==> config.mk <==
export PLATFORM = sky130hd
export DESIGN_NAME = sv32_ptw
export DESIGN_NICKNAME = d
export VERILOG_FILES = /design/src/rtl/sv32_ptw.sv
export SDC_FILE = /design/constraint.sdc
export NUM_CORES = 1
export LEC_CHECK = 0
export CELL_PAD_IN_SITES_DETAIL_PLACEMENT = 1
export CELL_PAD_IN_SITES_GLOBAL_PLACEMENT = 2
export CORE_ASPECT_RATIO = 1.25
export CORE_MARGIN = 8
export CORE_UTILIZATION = 31
export CTS_BUF_LIST = sky130_fd_sc_hd__clkbuf_4 sky130_fd_sc_hd__clkbuf_8 sky130_fd_sc_hd__clkbuf_16
export CTS_CLUSTER_SIZE = 28
export DETAILED_ROUTE_END_ITERATION = 7
export PLACE_DENSITY_LB_ADDON = 0.1
export RECOVER_POWER = 50
export SETUP_SLACK_MARGIN = 0.15
export SLEW_MARGIN = 20
export SYNTH_ARGS = -nofsm -noshare
export SYNTH_HDL_FRONTEND = slang
export SYNTH_SLANG_ARGS = --single-unit
==> constraint.sdc <==
create_clock -name clk -period 12.5 [get_ports clk]
set_input_delay 2.5 -clock clk [delete_from_list [all_inputs] [get_ports clk]]
set_output_delay 2.5 -clock clk [all_outputs]
set_load 0.05 [all_outputs]
==> src/rtl/sv32_ptw.sv <==
`default_nettype none
// ============================================================================
// Module   : sv32_ptw
// Desc     : Sv32 two-level page-table walker, initiator on the LFM word-fetch
//            interface. Optional last-translation cache: PTW_LAST_XLATE_EN.
// Revision : 1.0 - initial release
// ============================================================================
module sv32_ptw #(
   parameter int LEVELS    = 2,
   parameter int PTE_BYTES = 4
) (
   input  logic        clk,
   input  logic        rst,
   input  logic        req_valid,
   input  logic [31:0] req_va,
   input  logic [1:0]  req_type,
   input  logic [1:0]  priv,
   input  logic        sstatus_sum,
   input  logic [31:0] csr_satp,
   input  logic        sfence_vma,
   output logic [31:0] LFM,
   output logic        LFM_enable,
   input  logic        LFM_resolved,
   input  logic [7:0]  b1,
   input  logic [7:0]  b2,
   input  logic [7:0]  b3,
   input  logic [7:0]  b4,
   output logic        resp_valid,
   output logic [31:0] resp_pa,
   output logic        instr_fault,
   output logic        load_fault,
   output logic        store_fault,
   output logic [31:0] faulting_va,
   output logic        stall
);

   localparam logic [2:0] c_ST_IDLE    = 3'd0;
   localparam logic [2:0] c_ST_L1_REQ  = 3'd1;
   localparam logic [2:0] c_ST_L1_WAIT = 3'd2;
   localparam logic [2:0] c_ST_L0_REQ  = 3'd3;
   localparam logic [2:0] c_ST_L0_WAIT = 3'd4;
   localparam logic [2:0] c_ST_RESP    = 3'd5;

   localparam logic [1:0] c_T_INST  = 2'b01;
   localparam logic [1:0] c_T_LOAD  = 2'b10;
   localparam logic [1:0] c_T_STORE = 2'b11;

   localparam logic [1:0] c_PRIV_U = 2'b00;
   localparam logic [1:0] c_PRIV_S = 2'b01;
   localparam logic [1:0] c_PRIV_M = 2'b11;

   generate
      if (LEVELS != 2 || PTE_BYTES != 4) begin : g_cfg_check
         $error("sv32_ptw supports only LEVELS=2 and PTE_BYTES=4");
      end
   endgenerate

   logic [2:0]  state_q, state_d;
   logic [31:0] va_q;
   logic [1:0]  type_q;
   logic [1:0]  priv_q;
   logic        sum_q;
   logic [31:0] lfm_q, lfm_d;
   logic [31:0] pa_q, pa_d;
   logic [2:0]  flt_q, flt_d;
   logic [31:0] fva_q, fva_d;

   logic        w_accept;
   logic        w_bare;
   logic        w_hit;
   logic        w_in_idle;
   logic [31:0] w_pte;
   logic [31:0] w_cur_va;
   logic [31:0] w_chk_pte;
   logic        w_chk_super;
   logic [1:0]  w_chk_type;
   logic [1:0]  w_chk_priv;
   logic        w_chk_sum;
   logic        w_chk_invalid;
   logic        w_chk_leaf;
   logic        w_chk_perm_fault;
   logic [31:0] w_chk_pa;
   logic        w_res_load;
   logic        w_res_fault;
   logic [31:0] w_res_pa;
   logic        w_unused;

   assign w_in_idle = (state_q == c_ST_IDLE);
   assign w_accept  = w_in_idle && req_valid && (req_type != 2'b00);
   assign w_bare    = !csr_satp[31] || (priv == c_PRIV_M);
   assign w_pte     = {b4, b3, b2, b1};

   // In IDLE the checker looks at the live request (cache hit); otherwise at the walk.
   assign w_cur_va   = w_in_idle ? req_va      : va_q;
   assign w_chk_type = w_in_idle ? req_type    : type_q;
   assign w_chk_priv = w_in_idle ? priv        : priv_q;
   assign w_chk_sum  = w_in_idle ? sstatus_sum : sum_q;

`ifdef PTW_LAST_XLATE_EN
   logic        xc_vld_q;
   logic [19:0] xc_vpn_q;
   logic [31:0] xc_satp_q;
   logic [31:0] xc_pte_q;
   logic [1:0]  xc_priv_q;
   logic        xc_sum_q;
   logic        xc_super_q;
   logic [31:0] satp_q;
   logic        w_fill;

   assign w_hit = xc_vld_q && (xc_satp_q == csr_satp) && (xc_priv_q == priv) &&
                  (xc_sum_q == sstatus_sum) &&
                  (xc_super_q ? (xc_vpn_q[19:10] == req_va[31:22])
                              : (xc_vpn_q == req_va[31:12]));

   assign w_fill = ((state_q == c_ST_L1_WAIT) || (state_q == c_ST_L0_WAIT)) && LFM_resolved &&
                   !w_chk_invalid && w_chk_leaf && !w_chk_perm_fault;

   assign w_chk_pte   = w_in_idle ? xc_pte_q   : w_pte;
   assign w_chk_super = w_in_idle ? xc_super_q : (state_q == c_ST_L1_WAIT);

   always_ff @(posedge clk or posedge rst) begin
      if (rst) begin
         xc_vld_q   <= 1'b0;
         xc_vpn_q   <= '0;
         xc_satp_q  <= '0;
         xc_pte_q   <= '0;
         xc_priv_q  <= '0;
         xc_sum_q   <= 1'b0;
         xc_super_q <= 1'b0;
         satp_q     <= '0;
      end else begin
         if (w_accept) begin
            satp_q <= csr_satp;
         end
         if (sfence_vma || (xc_vld_q && (csr_satp != xc_satp_q))) begin
            xc_vld_q <= 1'b0;
         end else if (w_fill) begin
            xc_vld_q   <= 1'b1;
            xc_vpn_q   <= va_q[31:12];
            xc_satp_q  <= satp_q;
            xc_pte_q   <= w_pte;
            xc_priv_q  <= priv_q;
            xc_sum_q   <= sum_q;
            xc_super_q <= w_chk_super;
         end
      end
   end

   assign w_unused = ^{w_chk_pte[31:30], w_chk_pte[9:8], w_chk_pte[5]};
`else
   assign w_hit       = 1'b0;
   assign w_chk_pte   = w_pte;
   assign w_chk_super = (state_q == c_ST_L1_WAIT);
   assign w_unused    = ^{csr_satp[30:20], sfence_vma, w_chk_pte[31:30], w_chk_pte[9:8], w_chk_pte[5]};
`endif

   // PTE decode: V=0, R=1, W=2, X=3, U=4, A=6, D=7
   assign w_chk_invalid = !w_chk_pte[0] || (!w_chk_pte[1] && w_chk_pte[2]);
   assign w_chk_leaf    = w_chk_pte[1] | w_chk_pte[3];
   assign w_chk_pa      = w_chk_super ? {w_chk_pte[29:20], w_cur_va[21:0]}
                                      : {w_chk_pte[29:10], w_cur_va[11:0]};

   always_comb begin
      w_chk_perm_fault = 1'b0;
      if (w_chk_super && (w_chk_pte[19:10] != 10'd0)) begin
         w_chk_perm_fault = 1'b1;
      end
      case (w_chk_type)
         c_T_INST: if (!w_chk_pte[3]) w_chk_perm_fault = 1'b1;
         c_T_LOAD: if (!w_chk_pte[1]) w_chk_perm_fault = 1'b1;
         default:  if (!w_chk_pte[2] || !w_chk_pte[7]) w_chk_perm_fault = 1'b1;
      endcase
      if (!w_chk_pte[6]) begin
         w_chk_perm_fault = 1'b1;
      end
      if ((w_chk_priv == c_PRIV_U) && !w_chk_pte[4]) begin
         w_chk_perm_fault = 1'b1;
      end
      if ((w_chk_priv == c_PRIV_S) && w_chk_pte[4] && ((w_chk_type == c_T_INST) || !w_chk_sum)) begin
         w_chk_perm_fault = 1'b1;
      end
   end

   always_ff @(posedge clk or posedge rst) begin
      if (rst) begin
         state_q <= c_ST_IDLE;
      end else begin
         state_q <= state_d;
      end
   end

   always_comb begin
      state_d     = state_q;
      lfm_d       = lfm_q;
      w_res_load  = 1'b0;
      w_res_fault = 1'b0;
      w_res_pa    = '0;
      case (state_q)
         c_ST_IDLE: begin
            if (w_accept) begin
               if (w_bare) begin
                  state_d    = c_ST_RESP;
                  w_res_load = 1'b1;
                  w_res_pa   = req_va;
               end else if (w_hit) begin
                  state_d     = c_ST_RESP;
                  w_res_load  = 1'b1;
                  w_res_fault = w_chk_perm_fault;
                  w_res_pa    = w_chk_pa;
               end else begin
                  state_d = c_ST_L1_REQ;
                  lfm_d   = {csr_satp[19:0], req_va[31:22], 2'b00};
               end
            end
         end
         // The responder holds resolved for up to two cycles; never start a fetch under it.
         c_ST_L1_REQ: if (!LFM_resolved) state_d = c_ST_L1_WAIT;
         c_ST_L0_REQ: if (!LFM_resolved) state_d = c_ST_L0_WAIT;
         c_ST_L1_WAIT, c_ST_L0_WAIT: begin
            if (LFM_resolved) begin
               if (!w_chk_invalid && !w_chk_leaf && (state_q == c_ST_L1_WAIT)) begin
                  state_d = c_ST_L0_REQ;
                  lfm_d   = {w_pte[29:10], va_q[21:12], 2'b00};
               end else begin
                  state_d     = c_ST_RESP;
                  w_res_load  = 1'b1;
                  w_res_fault = w_chk_invalid || !w_chk_leaf || w_chk_perm_fault;
                  w_res_pa    = w_chk_pa;
               end
            end
         end
         c_ST_RESP: state_d = c_ST_IDLE;
         default:   state_d = c_ST_IDLE;
      endcase
   end

   always_comb begin
      pa_d  = pa_q;
      flt_d = flt_q;
      fva_d = fva_q;
      if (w_res_load) begin
         pa_d  = w_res_fault ? 32'd0 : w_res_pa;
         flt_d = w_res_fault ? {(w_chk_type == c_T_INST), (w_chk_type == c_T_LOAD),
                                (w_chk_type == c_T_STORE)} : 3'b000;
         fva_d = w_res_fault ? w_cur_va : 32'd0;
      end
   end

   always_ff @(posedge clk or posedge rst) begin
      if (rst) begin
         va_q   <= '0;
         type_q <= '0;
         priv_q <= '0;
         sum_q  <= 1'b0;
         lfm_q  <= '0;
         pa_q   <= '0;
         flt_q  <= '0;
         fva_q  <= '0;
      end else begin
         if (w_accept) begin
            va_q   <= req_va;
            type_q <= req_type;
            priv_q <= priv;
            sum_q  <= sstatus_sum;
         end
         lfm_q <= lfm_d;
         pa_q  <= pa_d;
         flt_q <= flt_d;
         fva_q <= fva_d;
      end
   end

   always_comb begin
      LFM         = lfm_q;
      LFM_enable  = 1'b0;
      stall       = w_accept;
      resp_valid  = (state_q == c_ST_RESP);
      resp_pa     = pa_q;
      instr_fault = resp_valid & flt_q[2];
      load_fault  = resp_valid & flt_q[1];
      store_fault = resp_valid & flt_q[0];
      faulting_va = fva_q;
      case (state_q)
         c_ST_L1_REQ, c_ST_L0_REQ: begin
            LFM_enable = !LFM_resolved;
            stall      = 1'b1;
         end
         c_ST_L1_WAIT, c_ST_L0_WAIT: begin
            LFM_enable = 1'b1;
            stall      = 1'b1;
         end
         default: ;
      endcase
   end

endmodule
`default_nettype wire

==> flow_metrics.env <==
export IMPL_use_met1_pct=19.35
export IMPL_drive_gt1_share_pct=13.61
export IMPL_grt_pass1_vias=5937
export IMPL_pwr_share_clk_pct=18.5
export IMPL_finalNetCount=897
export IMPL_vdd_drop_max_v=0.0001276
export IMPL_postSynthCellCount=610
export IMPL_cts_buffer_depth=2
export IMPL_internal_power_mw=1.459
export IMPL_fin_crit_ns=8.084
export IMPL_power_frac_seq_pct=28.1
export IMPL_drc=0
export IMPL_p_sw_share_pct=47.02
export IMPL_clock_root_buffer="clkbuf_16"
export IMPL_vias=5221
export IMPL_vias_per_cell=4.857
export IMPL_cts_sinks=137
export IMPL_p_leak_nw=4.037
export IMPL_multi_input_area_um2=2815
export IMPL_netlist_area_um2=6476
export IMPL_track_usage_pct=17.26
export IMPL_drt_total_wl_mm=21.50
export IMPL_fill_cells=2293
export IMPL_cts_max_level=4
export IMPL_arrival_ns=8.03
export IMPL_n_antenna_cell=0
export IMPL_rsz0062_at_grt="false"
export IMPL_cts_setup_buffers=0
export IMPL_first_pass_iters=4
export IMPL_worst_pin_slew_ns=3.003
export IMPL_total_power_mw=2.753
export IMPL_slew_viol_final=142
export IMPL_pin_count=208
export IMPL_use_met3_pct=7.168
export IMPL_grt_max_degree=75
export IMPL_row_count=59
export IMPL_final_cell_mix="dfrtp_1 (137), clkdlybuf4s50_1 (137), nand2_1 (119)"
export IMPL_gp_congestion=0.7258
export IMPL_status="finished with violations"
export IMPL_antenna_found_initial=0
export IMPL_hold_class="flop to flop"
export IMPL_hold_viol=0
export IMPL_power_density_nw_per_um2=298.4
export IMPL_die_h_um=177.6
export IMPL_initial_utilization_pct=31.33
export IMPL_p_sw_mw=1.295
export IMPL_ant_nets=0
export IMPL_wl_per_cell_um=20.00
export IMPL_grt_pass1_wl_mm=34.60
export IMPL_crit_path_start_kind="primary input"
export IMPL_violations="capacitance limit, slew limit"
export IMPL_clock_latency_ns=0.42
export IMPL_fmax_mhz=123.7
export IMPL_ys_ff_latch=137
export IMPL_setup_viol=0
export IMPL_cts_resized=0
export IMPL_die_area_um2=25800
export IMPL_ctsHoldBuffers=0
export IMPL_grtUsageMet2_pct=29.82
export IMPL_dp_hpwl_mm=15.57
export IMPL_ys_types=46
export IMPL_ys_warn_count=0
export IMPL_synth_area_per_cell_um2=10.62
export IMPL_clk_pin_slew_ns=0.06
export IMPL_ff_latch_area_um2=3428
export IMPL_ys_seq_area_share_pct=52.94
export IMPL_core_um2=20670
export IMPL_die_x_um=145.3
export IMPL_period_share_pct=64.67
export IMPL_crit_type="primary input to asynchronous set/reset pin"
export IMPL_cts_inserted_buffers=17
export IMPL_drt_iter0_markers=116
export IMPL_clock_skew_final_ns=0.009213
export IMPL_top_usage_layer="met2"
export IMPL_cts_tree="yes"
export IMPL_areaGrowthSynthToFinish_pct=42.45
export IMPL_grt_overflow_total=0
export IMPL_port_buffers=188
export IMPL_cp_end_kind="asynchronous set/reset pin"
export IMPL_setup_tns_ns=0
export IMPL_max_slew_margin_pct=-101.3
export IMPL_combPwrFrac_pct=53.3
export IMPL_cp_max_fo=64
export IMPL_required_ns=12.44
export IMPL_cap_violations=3
[worst paths after layout]
kind                                startpoint               to  slack, ns  cells past startpoint
worst max register to register      state_q[0]  faulting_va[30]       8.59                      9
min in group asynchronous                  rst          LFM[14]       3.39                      2
worst max-delay path                       rst          va_q[3]       4.42                      4
max in group clk                   req_type[0]            stall       5.31                      5
worst min-delay path            faulting_va[7]   faulting_va[7]       0.48                      2
worst min register to register  faulting_va[7]   faulting_va[7]       0.48                      2
[metrics by stage]
stage / std cells / area (um2) / setup slack, ns / util [%] / hold WS (ns)
6_report: 1075 / 9225 / 4.416 / 44.63 / 0.4772
3_5_place_dp: 1042 / 8627 / 5.403 / 41.74 / 0.4675
2_1_floorplan: 611 / 6480 / 6.332 / - / 0.4436
3_3_place_gp: 1042 / 8627 / 5.410 / 41.74 / 0.4610
5_1_grt: 1075 / 9225 / 3.276 / 44.63 / 0.4954
4_1_cts: 1074 / 9229 / 5.400 / 44.65 / 0.4815
[routing by layer]
| layer | vias up | part of all wire (%) | wire, um |
|---|---|---|---|
| met5 | - | 0 | 0 |
| li1 | 2496 | - | - |
| met1 | 2590 | 41 | 8778 |
| met4 | 0 | 0.94 | 202 |
| met2 | 123 | 51 | 10870 |
| met3 | 12 | 7.7 | 1646 |
[Yosys cell counts, drive strengths merged]
library cell	n	share of area, %
nand2	119	6.9
o21a	3	0.35
o22ai	1	0.097
nor3b	1	0.12
a31oi	1	0.097
a221o	1	0.15
a21oi	2	0.15
and2	2	0.19
dfrtp	137	53
o41ai	1	0.43
a21o	1	0.12
nor2b	2	0.19
nor4b	3	0.41
o31ai	1	0.12
a211oi	1	0.31
o31a	2	0.27
nor2	7	0.44
and3	4	0.39
inv	19	1.1
or3	1	0.097
clkbuf	25	1.5
o221ai	1	0.14
a2bb2oi	1	0.23
buf	17	1.9
o211ai	2	0.23
mux2	36	6.3
xnor2	1	0.14
o21ai	104	9.2
nor3	3	0.23
nand3	6	0.46
nand2b	3	0.41
a22oi	32	3.7
ha	3	0.58
mux2i	62	9.6
a221oi	1	0.14
nand4bb	1	0.17
nor4	2	0.19
conb	1	0.058
[state kept, by name, indices dropped and copies added, names as in the netlist]
register     flops
faulting_va     32
resp_pa         32
va_q            32
LFM             30
flt_q            3
state_q          3
priv_q           2
type_q           2
sum_q            1
[cell type report]
type / count / share of cell area (%)
inverter: 19 / 0.7867
tap: 274 / 3.716
sequential: 137 / 37.16
clock inverter: 14 / 1.763
timing repair buffer: 200 / 21.29
clock buffer: 18 / 4.761
multi-input combinational: 413 / 30.52
[cells by family (layout without fill, tap and decap cells)]
family	Yosys count	in the layout	share of synthesized area, %
buffers and inverters	61	251	4.463
other	1	2	0.05790
AOI/OAI and AO/OA	155	155	15.73
DFF	137	137	52.94
and+or+nand+nor	154	154	10.20
xor gates and xnor gates	1	1	0.1353
muxes	98	98	15.90
adders and majority gates	3	3	0.5797
[worst max-delay path: stages]
cell and delay, ns:
dlygate4sd3_1 0.55, clkinvlp_2 1.68, clkbuf_1 1.20, clkbuf_1 1.99
[power groups by stage]
stage / Sequential [mW] / Clock, mW / Combinational [mW]
floorplan: 1.19 / 0 / 0.599
global placement: 0.776 / 0 / 1.49
detailed placement: 0.787 / 0 / 1.51
CTS: 0.782 / 0.526 / 1.52
global route: 0.805 / 0.547 / 1.58
finish: 0.775 / 0.510 / 1.47
(Power assumes the default switching activity.)
